[config.mk]
export PLATFORM = sky130hd
export DESIGN_NAME = audio_bus_tx
export DESIGN_NICKNAME = d
export VERILOG_FILES = /design/src/rtl/audio_bus_pkg.sv /design/src/rtl/audio_tick_gen.sv /design/src/rtl/audio_bus_tx.sv
export SDC_FILE = /design/constraint.sdc
export NUM_CORES = 1
export LEC_CHECK = 0
export BUFFER_PORTS_ARGS = -buffer_cell sky130_fd_sc_hd__buf_4
export CORE_MARGIN = 10
export CORE_UTILIZATION = 41
export DETAILED_ROUTE_END_ITERATION = 7
export GPL_TIMING_DRIVEN = 0
export PLACE_DENSITY = 0.69
export SYNTH_ARGS = -nofsm -noshare
export SYNTH_HDL_FRONTEND = slang
export SYNTH_HIERARCHICAL = 1
export SYNTH_SLANG_ARGS = --single-unit
[constraint.sdc]
create_clock -name i_clk -period 2.8 [get_ports i_clk]
set_input_delay 0.42 -clock i_clk [delete_from_list [all_inputs] [get_ports i_clk]]
set_output_delay 0.42 -clock i_clk [all_outputs]
set_load 0.005 [all_outputs]
[src/rtl/audio_bus_pkg.sv]
// Purpose: shared types and constants for the output audio bus.
// Latency: n/a (types only).
// Backpressure: n/a.
package audio_bus_pkg;

    // Default sample width used when a parent does not override DATA_WIDTH.
    localparam int AUDIO_DATA_WIDTH = 32;

    // Playback FSM states.
    typedef enum logic [1:0] {
        ST_IDLE    = 2'd0,
        ST_PREFILL = 2'd1,
        ST_RUN     = 2'd2
    } tx_state_t;

endpackage

[src/rtl/audio_tick_gen.sv]
// Purpose: modulo-DIV counter producing one tick per DIV enabled cycles.
// Latency: tick is combinational from the count; the first tick comes DIV-1 cycles after a clear.
// Backpressure: none; free-running while enabled, held at zero while cleared.
module audio_tick_gen #(
    parameter int DIV = 256
) (
    input  logic i_clk,
    input  logic i_rst,
    input  logic i_clr,
    input  logic i_en,
    output logic o_tick
);

    localparam int CW = (DIV > 1) ? $clog2(DIV) : 1;
    localparam logic [CW-1:0] LAST = CW'(DIV - 1);

    logic [CW-1:0] cnt_q;
    logic [CW-1:0] cnt_d;

    assign o_tick = i_en & (cnt_q == LAST);

    // Next count: clear dominates, otherwise wrap at DIV-1 while enabled.
    always_comb begin
        cnt_d = cnt_q;
        if (i_clr) begin
            cnt_d = '0;
        end else if (i_en) begin
            cnt_d = (cnt_q == LAST) ? '0 : cnt_q + CW'(1);
        end
    end

    // Count register with synchronous reset.
    always_ff @(posedge i_clk) begin
        if (i_rst) begin
            cnt_q <= '0;
        end else begin
            cnt_q <= cnt_d;
        end
    end

endmodule

[src/rtl/audio_bus_tx.sv]
// Purpose: drain a FWFT sample FIFO at one sample per DIV clocks, with prefill, underrun and resync.
// Latency: dout/newout update at the edge where rinc is high (registered copy of the read).
// Backpressure: none upstream; an empty FIFO at a tick is an underrun (silence, or sample-hold when
//   AUDIO_TX_HOLD_ON_UNDERRUN_EN is defined); RESYNC_AFTER consecutive underruns return to prefill.
module audio_bus_tx
    import audio_bus_pkg::*;
#(
    parameter int DATA_WIDTH   = AUDIO_DATA_WIDTH,
    parameter int DIV          = 256,
    parameter int LVL_WIDTH    = 5,
    parameter int PREFILL      = 4,
    parameter int RESYNC_AFTER = 4,
    parameter int CNT_WIDTH    = 16
) (
    input  logic                  i_clk,
    input  logic                  i_rst,
    input  logic                  i_en,
    input  logic                  rempty,
    input  logic [LVL_WIDTH-1:0]  rlevel,
    input  logic [DATA_WIDTH-1:0] rdata,
    output logic                  rinc,
    output logic                  newout,
    output logic [DATA_WIDTH-1:0] dout,
    output logic                  o_underrun,
    output logic [CNT_WIDTH-1:0]  o_ucount
);

    localparam int CSW = $clog2(RESYNC_AFTER + 1);
    localparam logic [CSW-1:0]       RESYNC_LAST = CSW'(RESYNC_AFTER - 1);
    localparam logic [LVL_WIDTH-1:0] PREFILL_LVL = LVL_WIDTH'(PREFILL);

    tx_state_t             state_q,   state_d;
    logic [DATA_WIDTH-1:0] dout_q,    dout_d;
    logic                  newout_q,  newout_d;
    logic                  under_q,   under_d;
    logic [CNT_WIDTH-1:0]  ucount_q,  ucount_d;
    logic [CSW-1:0]        consec_q,  consec_d;

    logic in_run;
    logic tick;

    assign in_run = (state_q == ST_RUN);

    // Sample-period timer; held at zero outside RUN so RUN always starts a fresh period.
    audio_tick_gen #(
        .DIV (DIV)
    ) u_tick (
        .i_clk  (i_clk),
        .i_rst  (i_rst),
        .i_clr  (~in_run),
        .i_en   (in_run),
        .o_tick (tick)
    );

    // Read strobe is masked by disable and reset so an aborting cycle never pops a word.
    assign rinc = in_run & tick & i_en & ~rempty & ~i_rst;

    assign newout     = newout_q;
    assign dout       = dout_q;
    assign o_underrun = under_q;
    assign o_ucount   = ucount_q;

    // Next-state, output and statistics logic; disable has priority over any tick.
    always_comb begin
        state_d  = state_q;
        dout_d   = dout_q;
        newout_d = 1'b0;
        under_d  = under_q;
        ucount_d = ucount_q;
        consec_d = consec_q;
        if (!i_en) begin
            state_d  = ST_IDLE;
            under_d  = 1'b0;
            ucount_d = '0;
            consec_d = '0;
        end else begin
            case (state_q)
                ST_IDLE: begin
                    state_d = ST_PREFILL;
                end
                ST_PREFILL: begin
                    if (rlevel >= PREFILL_LVL) begin
                        state_d = ST_RUN;
                    end
                end
                ST_RUN: begin
                    if (tick) begin
                        newout_d = 1'b1;
                        if (!rempty) begin
                            dout_d   = rdata;
                            consec_d = '0;
                        end else begin
`ifdef AUDIO_TX_HOLD_ON_UNDERRUN_EN
                            dout_d = dout_q;
`else
                            dout_d = '0;
`endif
                            under_d = 1'b1;
                            if (ucount_q != {CNT_WIDTH{1'b1}}) begin
                                ucount_d = ucount_q + CNT_WIDTH'(1);
                            end
                            if (consec_q == RESYNC_LAST) begin
                                consec_d = '0;
                                state_d  = ST_PREFILL;
                            end else begin
                                consec_d = consec_q + CSW'(1);
                            end
                        end
                    end
                end
                default: begin
                    state_d = ST_IDLE;
                end
            endcase
        end
    end

    // State and registered outputs with synchronous reset.
    always_ff @(posedge i_clk) begin
        if (i_rst) begin
            state_q  <= ST_IDLE;
            dout_q   <= '0;
            newout_q <= 1'b0;
            under_q  <= 1'b0;
            ucount_q <= '0;
            consec_q <= '0;
        end else begin
            state_q  <= state_d;
            dout_q   <= dout_d;
            newout_q <= newout_d;
            under_q  <= under_d;
            ucount_q <= ucount_d;
            consec_q <= consec_d;
        end
    end

endmodule
==> results of run 1 <==
cells in the final DEF (no fill, tap or decap), types with 7 or more instances in the layout:
cell type,netlist,final
clkbuf_8,0,9
nor2_1,17,16
nand2_1,10,9
a21oi_1,20,20
dfxtp_1,63,61
buf_4,2,96
nand3_1,11,10
nand4_1,10,10
a22o_1,30,30
or4_1,8,8
o31ai_1,7,7
power groups by stage:
| stage | Combinational [mW] | Clock (mW) | Sequential, mW |
|---|---|---|---|
| after floorplan | 0.0194 | 0 | 0.919 |
| after global placement | 0.0679 | 0 | 0.919 |
| after detailed placement | 0.0693 | 0 | 0.919 |
| after CTS | 0.0700 | 1.07 | 0.898 |
| after global routing | 0.0766 | 1.11 | 0.899 |
| final | 0.0698 | 1.05 | 0.899 |
flip-flops by register name, summed over array words and instances (netlist names):
signal / count
consec_q: 3
newout: 1
o_underrun: 1
o_ucount: 16
u_tick/cnt_q: 8
state_q: 2
dout: 32
final timing paths:
path                   startpoint           end  slack [ps]
hold / removal          rdata[31]      dout[31]         290
setup reg to reg  u_tick/cnt_q[0]  o_ucount[10]         470
hold reg to reg          dout[19]      dout[19]         450
setup / recovery  u_tick/cnt_q[0]          rinc         150
worst max-delay path, cell delays in order, from the launching register on:
cell      delay, ps
dfxtp_2         360
ha_1            190
and3_1          270
nand3_4         120
nor2_4          120
and3b_1         160
clkbuf_4        160
nand2_2         100
nor3_4          160
buf_6           150
buf_4           110
per-layer routing:
layer | vias up | part of all wire [%]
li1 | 1178 | -
met5 | - | 0
met1 | 1113 | 41
met2 | 72 | 47
met3 | 9 | 10
met4 | 0 | 1.6
cell usage after synthesis (all sizes together) (2+ instances only):
library cell | number | area share, %
dfxtp | 63 | 50
a22o | 30 | 10
a21oi | 20 | 4.0
nor2 | 18 | 2.8
nand3 | 13 | 3.3
nand4 | 12 | 3.5
nand2 | 10 | 1.5
buf | 9 | 1.9
or4 | 9 | 2.8
o31ai | 7 | 2.1
o21ai | 6 | 1.2
clkbuf | 5 | 0.74
inv | 5 | 0.74
xor2 | 5 | 1.7
and3 | 4 | 0.99
or3 | 4 | 0.99
a31oi | 3 | 0.74
and4 | 3 | 1.0
ha | 3 | 1.5
nor3 | 3 | 0.99
nor4 | 3 | 0.99
nand2b | 2 | 0.50
nor2b | 2 | 0.50
or2 | 2 | 0.50
area by class of cell:
class,instances,area (um2)
fill,545,2320
sequential,63,1260
multi-input combinational,172,1210
timing repair buffer,94,706
clock inverter,7,145
clock buffer,9,124
tap,75,93.8
buffer,14,76.3
inverter,5,18.8
kinds of logic (layout without fill, tap and decap cells):
family                     Yosys count  count (layout)  share of synthesized area [%]
and+or+nand+nor                     88              88                           21.4
AOI/OAI and AO/OA                   74              74                           21.3
DFF                                 63              63                           49.9
buffers and inverters               19             129                           3.42
xor gates and xnor gates             6               6                           2.08
adders and majority gates            3               3                           1.49
muxes                                1               1                          0.396
stage by stage:
step	area, um2	power [mW]	setup TNS (ps)	cells
2_1_floorplan	2530	0.938	0	254
3_3_place_gp	3290	0.987	0	418
3_5_place_dp	3290	0.989	0	418
4_1_cts	3600	2.04	0	436
5_1_grt	3630	2.09	-13.4	439
6_report	3630	2.02	0	439
what timing repair did:
| action | 4_1_cts | 5_1_grt |
|---|---|---|
| pin swaps | 2 | 1 |
| gates resized for setup | 7 | 4 |
| setup buffers | 2 | 3 |
| setup endpoints to repair | 1 | 1 |
==> impl_metrics.ini, run 1 <==
[floorplanning]
die_w_um = 98.5
fp.dieH_um = 98.5
io_pins = 92
core_area_um2 = 5960
die-area_um2 = 9700
rows = 28
start_util_pct = 42.4

[timing]
hold_violations = 0
final-max-slew-violation-count = 0
fin_crit_ps = 2650
relSlewSlack_pct = 69.1
worst_slew_pin_slew_ps = 458
finalCritPeriodShare_pct = 94.6
fin_skew_ps = 8.97
setup_ws_ps = 151
setup_viol = 0
fin_hold_ws_ps = 288
max_freq_ghz = 0.378

[clock_network]
cts_tree = built
cts-hold-fix-buffers = 0
htree_levels = 3
clk_pin_slew_ps = 70
cts_max_path_buffers = 2
clock_sinks = 63
clk_latency_ps = 340
numCtsBuffers = 9
ctsRootBufferMaster = clkbuf_8

[power]
p_switching_uw = 399
powerDensity_nw_per_um2 = 556
combPwrFrac_pct = 3.5
ir_drop_mv = 0.336
swShare_pct = 19.7
power_frac_clock_pct = 52.1
p_int_mw = 1.62
p_leak_nw = 1.51
seq_power_share_pct = 44.5

[min_path]
min_path_type = input pin to flip-flop
whs_path_depth = 2

[global_routing]
grtUsageMet2_pct = 21.9
grt_use_met1_pct = 14.7
first_global_vias = 2382
grt_max_degree = 13
grt_antenna_before_repair = 0
busiest_layer = met2
grt_usage_pct = 13.8
grt_pass1_wl_um = 11100
global_route.usage.met3_pct = 7.47
grt_overflow_total = 0

[run_status]
status = completed

[detailed_routing]
vias = 2372
wl_um = 6880
firstDrtPassIters = 4
vias_per_cell = 5.40
wl_per_cell_um = 15.7
route.detailed.drc = 0
drt_iter0_drc = 95
drtAntennaViolNets = 0

[worst_setup_path]
critPathMaxFanout = 7
end_kind = output pin
reg2regPathDepth = 9
cp-start-kind = flip-flop
required_ps = 2380
critPathKind = flip-flop to output pin
cp_data_arrival_time_ps = 2230

[synthesis]
async_flop_share_pct = 0
synthFlopType = dfxtp_1
syn_nets = 298
syn_inst = 254
synth_edf_count = 0
synth_seq_area_share_pct = 49.9
ys_seq_elements = 63
avgSynthCellArea_um2 = 9.95
yosys.cell_types.count = 48
syn_area_um2 = 2530
yosysWarnings = 6

[layout]
drive_gt1_share_pct = 36.8
nets = 403
fin_util_pct = 61.0
n_antenna_cell = 0
area_growth_pct = 43.9

[placed_design]
pre_cts_ws_ps = 48.4
port_buffers = 89
gp_congestion = 0.719
hpwl_um = 5100

[run]
maxCapViolCount = 0
Note: power is estimated with default switching activity, not from simulation.
==> run 2: changes to the inputs <==
- CELL_PAD_IN_SITES_DETAIL_PLACEMENT: unset -> 0
- CELL_PAD_IN_SITES_GLOBAL_PLACEMENT: unset -> 1
- CORE_UTILIZATION: 41 -> 36
- PLACE_DENSITY: 0.69 -> 0.79
==> run 2 against run 1 <==
Effect of this change:
- clock skew decreased by 2.3 ps
- setup slack improved by 46 ps
- critical endpoint unchanged
- register-to-register slack better by 30 ps
- fmax is 1.8% higher
- global-route usage down 1.5 points
- utilization fell by 8.1 points
- first-iteration DRC count fell by 7.4%
- count of clock-buffer cells in the layout increased by 4
- die area rose by 11%
- sequential cell count unchanged
- combinational power about the same
==> impl_metrics.ini, run 2 (synthesis gave the netlist of run 1 again) <==
[run_status]
status = completed

[layout]
final_area_um2 = 3600
final_common_cell = buf_4
largest_reg_flops = 32
final_cell_mix = buf_4 (95), dfxtp_1 (62), a22o_1 (30)
drive_gt1_share_pct = 36.1
n_antenna_cell = 0
fin_util_pct = 52.9
fillCellCount = 638
area_growth_pct = 42.4
nets = 402

[worst_setup_path]
path_delay_family = simple AND/OR/NAND/NOR gates
required_ps = 2380
cpMaxStageDelayCell = dfxtp_1
critical_path.max_stage_delay_ps = 380
critPathMaxFanout = 7
crit_chain = ha_1 -> and3_4 -> nand3_2 -> nor2_2 -> and3b_1 -> buf_2 -> nand2_2 -> nor3_4 -> buf_6 -> buf_4
end_kind = output pin
critPathKind = flip-flop to output pin
reg2regPathDepth = 9
cp_data_arrival_time_ps = 2180
cp-start-kind = flip-flop
critPathBufInv = 3
crit_cells = 10

[global_routing]
grt_max_degree = 11
grt_pass1_wl_um = 11100
first_global_vias = 2256
grt_usage_pct = 12.2
grt_antenna_before_repair = 0
grt_overflow_total = 0

[timing]
setup_viol = 0
final.setup.tns_ps = 0
fin_crit_ps = 2600
hold_violations = 0
final-max-slew-violation-count = 0
rsz0062_at_grt = false
finalCritPeriodShare_pct = 93.0
fin_skew_ps = 6.71
relSlewSlack_pct = 67.6
worst_slew_pin_slew_ps = 486
max_freq_ghz = 0.384

[detailed_routing]
drtAntennaViolNets = 0
route.detailed.drc = 0
wl_um = 6830
firstDrtPassIters = 8
vias = 2318
drt_iter0_drc = 88
wl_per_cell_um = 14.9
vias_per_cell = 5.05

[min_path]
whs_path_depth = 2
min_path_type = input pin to flip-flop

[clock_network]
numCtsBuffers = 9
clk_pin_slew_ps = 70
ctsRootBufferMaster = clkbuf_8
clock_sinks = 63
clk_latency_ps = 330
cts_tree = built
cts_max_path_buffers = 2
htree_levels = 3

[power]
p_leak_nw = 1.48
ir_drop_mv = 0.310
powerDensity_nw_per_um2 = 516

[floorplanning]
fp.dieH_um = 104
io_pins = 92
start_util_pct = 37.2
rows = 30
core_area_um2 = 6790
die_w_um = 104
die-area_um2 = 10800

[placed_design]
gp_congestion = 0.763
hpwl_um = 5190
placed_area_um2 = 3310
port_buffers = 89

[run]
maxCapViolCount = 0
[run 2: cell type report]
type | count | area [um2] | area share, %
Timing Repair Buffer | 93 | 698 | 19.4
Sequential cell | 63 | 1260 | 35.1
Clock buffer | 13 | 159 | 4.42
Clock inverter | 3 | 65.1 | 1.81
Buffer | 14 | 73.8 | 2.05
Multi-Input combinational cell | 172 | 1200 | 33.4
Inverter | 5 | 18.8 | 0.522
Tap cell | 96 | 120 | 3.34
[run 2: worst reg2reg max path, cell delays in order (launching register included)]
cell and delay [ps]:
dfxtp_1 380, ha_1 200, and3_4 210, nand3_2 110
nor2_2 120, buf_4 130, nand4b_1 140, clkbuf_1 260
or4_1 540, a21oi_1 140
[run 2: stage by stage]
step / power, mW / hold WS, ps / setup WS, ps / cells
2_1_floorplan: 0.938 / 436 / 543 / 254
3_3_place_gp: 0.988 / 445 / 41.6 / 439
3_5_place_dp: 0.989 / 446 / 67.3 / 439
4_1_cts: 1.88 / 284 / 23.4 / 457
5_1_grt: 1.93 / 285 / 6.87 / 459
6_report: 1.86 / 299 / 197 / 459
[run 2: metal layers]
metal | global-route usage [%] | up-vias | share of wire (%)
met1 | 14.2 | 1076 | 43
met5 | 0 | - | 0
met2 | 19.7 | 57 | 48
met3 | 4.71 | 12 | 6.9
met4 | 5.17 | 0 | 1.8
li1 | - | 1173 | -
[run 2: power breakdown]
part	switching, mW	leakage (nW)	total (mW)	internal (mW)
logic	0.0288	0.861	0.0696	0.0408
clock network	0.339	0.114	0.888	0.550
registers	0.00161	0.508	0.899	0.897
total	0.369	1.48	1.86	1.49
[run 2: path summary, 6_finish.rpt]
check,startpoint,endpoint,slack [ps]
min reg2reg,dout[19],dout[19],450
min,rdata[16],dout[16],300
max,u_tick/cnt_q[0],rinc,200
max reg2reg,u_tick/cnt_q[0],o_ucount[10],500
[run 2: what timing repair did]
action,4_1_cts,5_1_grt
endpoints found under the hold margin,0,0
endpoints found under the setup margin,1,1
buffers inserted,2,2
pin swaps,2,1
gates resized for setup,5,3
hold buffers,0,0
==> run 3: changes to the inputs <==
- HOLD_SLACK_MARGIN: unset -> 0.1
- RECOVER_POWER: unset -> 100
==> run 3 against run 2 <==
Effect of this change:
- die area did not move
- worst hold slack barely moved
- final cell count did not move
- first-iteration DRC count fell by 10%
- sequential power barely moved
- setup slack improved by 22 ps
==> impl_metrics.ini, run 3 (synthesis gave the netlist of run 1 again) <==
[layout]
final_cell_mix = dfxtp_1 (62), buf_4 (42), clkbuf_4 (36)
largest_reg_flops = 32
area_growth_pct = 38.9
fillCellCount = 657
n_antenna_cell = 0
drive_gt1_share_pct = 30.0
multiInputGateArea_um2 = 1180
final_common_cell = dfxtp_1
nets = 402
ff_latch_area_um2 = 1260

[placed_design]
pre_cts_ws_ps = 67.3
gp_congestion = 0.763
hpwl_um = 5190
port_buffers = 89

[power]
p_total_mw = 1.86
p_leak_nw = 1.38
powerDensity_nw_per_um2 = 530
ir_drop_mv = 0.308

[timing]
relSlewSlack_pct = 67.4
rsz0062_at_grt = false
final-max-slew-violation-count = 0
setup_viol = 0
hold_violations = 0
worst_slew_pin_slew_ps = 489
max_freq_ghz = 0.387
fin_crit_ps = 2580
setup_ws_ps = 218
fin_skew_ps = 6.37
fin_hold_ws_ps = 300
finalCritPeriodShare_pct = 92.2
final.setup.tns_ps = 0

[detailed_routing]
vias_per_cell = 5.00
route.detailed.drc = 0
wl_um = 6730
vias = 2297
firstDrtPassIters = 4
drtAntennaViolNets = 0
wl_per_cell_um = 14.7
drt_iter0_drc = 79

[min_path]
min_path_type = input pin to flip-flop
whs_path_depth = 2

[global_routing]
grt_usage_pct = 12.2
grt_antenna_before_repair = 0
first_global_vias = 2256
grt_pass1_wl_um = 11100
grt_max_degree = 11
grt_overflow_total = 0

[run_status]
status = completed

[run]
maxCapViolCount = 0

[clock_network]
clock_sinks = 63
cts_tree = built
numCtsBuffers = 9
cts_max_path_buffers = 2
htree_levels = 3
clk_latency_ps = 330
clk_pin_slew_ps = 70
ctsRootBufferMaster = clkbuf_8

[floorplanning]
fp.dieH_um = 104
start_util_pct = 37.2
io_pins = 92
core_area_um2 = 6790
die-area_um2 = 10800
die_w_um = 104
rows = 30

[worst_setup_path]
critPathKind = flip-flop to output pin
crit_chain = ha_1 -> and3_4 -> nand3_2 -> nor2_2 -> and3b_1 -> buf_2 -> nand2_2 -> nor3_4 -> buf_6 -> buf_4
cpMaxStageDelayCell = dfxtp_1
cp_data_arrival_time_ps = 2160
end_kind = output pin
cp-start-kind = flip-flop
critPathBufInv = 3
reg2regPathDepth = 12
crit_cells = 10
critPathMaxFanout = 7
path_delay_family = simple AND/OR/NAND/NOR gates
critical_path.max_stage_delay_ps = 380
required_ps = 2380
-- run 3: area by class of cell --
cell class,instances,share of cell area (%)
timing repair buffer,93,18.1
tap,96,3.42
buffer,14,2.03
clock inverter,3,1.85
clock buffer,13,4.53
inverter,5,0.535
sequential,63,36.0
multi-input combinational,172,33.6
-- run 3: final timing paths --
check	startpoint	end	slack [ps]
worst min register to register	dout[19]	dout[19]	450
worst max register to register	u_tick/cnt_q[0]	dout[22]	270
worst min-delay path	rdata[16]	dout[16]	300
worst max-delay path	u_tick/cnt_q[0]	rinc	220
-- run 3: power breakdown --
group | total, mW | switching [mW] | internal (mW)
combinational | 0.0692 | 0.0285 | 0.0407
clock | 0.891 | 0.341 | 0.550
sequential | 0.899 | 0.00163 | 0.897
-- run 3: layer usage --
layer  global-route usage (%)  part of all wire, %  up-vias
met5                        0                    0        -
met1                     14.2                   43     1050
met2                     19.7                   48       60
li1                         -                    -     1176
met4                     5.17                  1.8        0
met3                     4.71                  6.6       11
-- run 3: stage by stage --
step                      std cells  cell area, um2  utilization, %
after floorplan                 254            2530               -
after global placement          439            3310            48.8
after detailed placement        439            3310            48.8
after CTS                       457            3570            52.6
after global routing            459            3510            51.7
final                           459            3510            51.7
-- run 3: what timing repair did --
item                       CTS  global route
setup endpoints to repair    1             1
buffers inserted             2             2
pin swaps                    2             1
cloned                       0             0
hold buffers                 0             0
resized for setup            5             3
-- run 3: worst register-to-register path, delay by kind of cell, from the launching register on --
kind	cells	cell delay, ps
AND/OR/NAND/NOR	6	840
adder cells (fa/ha/maj)	1	200
AO/OA/AOI/OAI	1	220
flip-flops	1	380
buffers and inverters	4	840
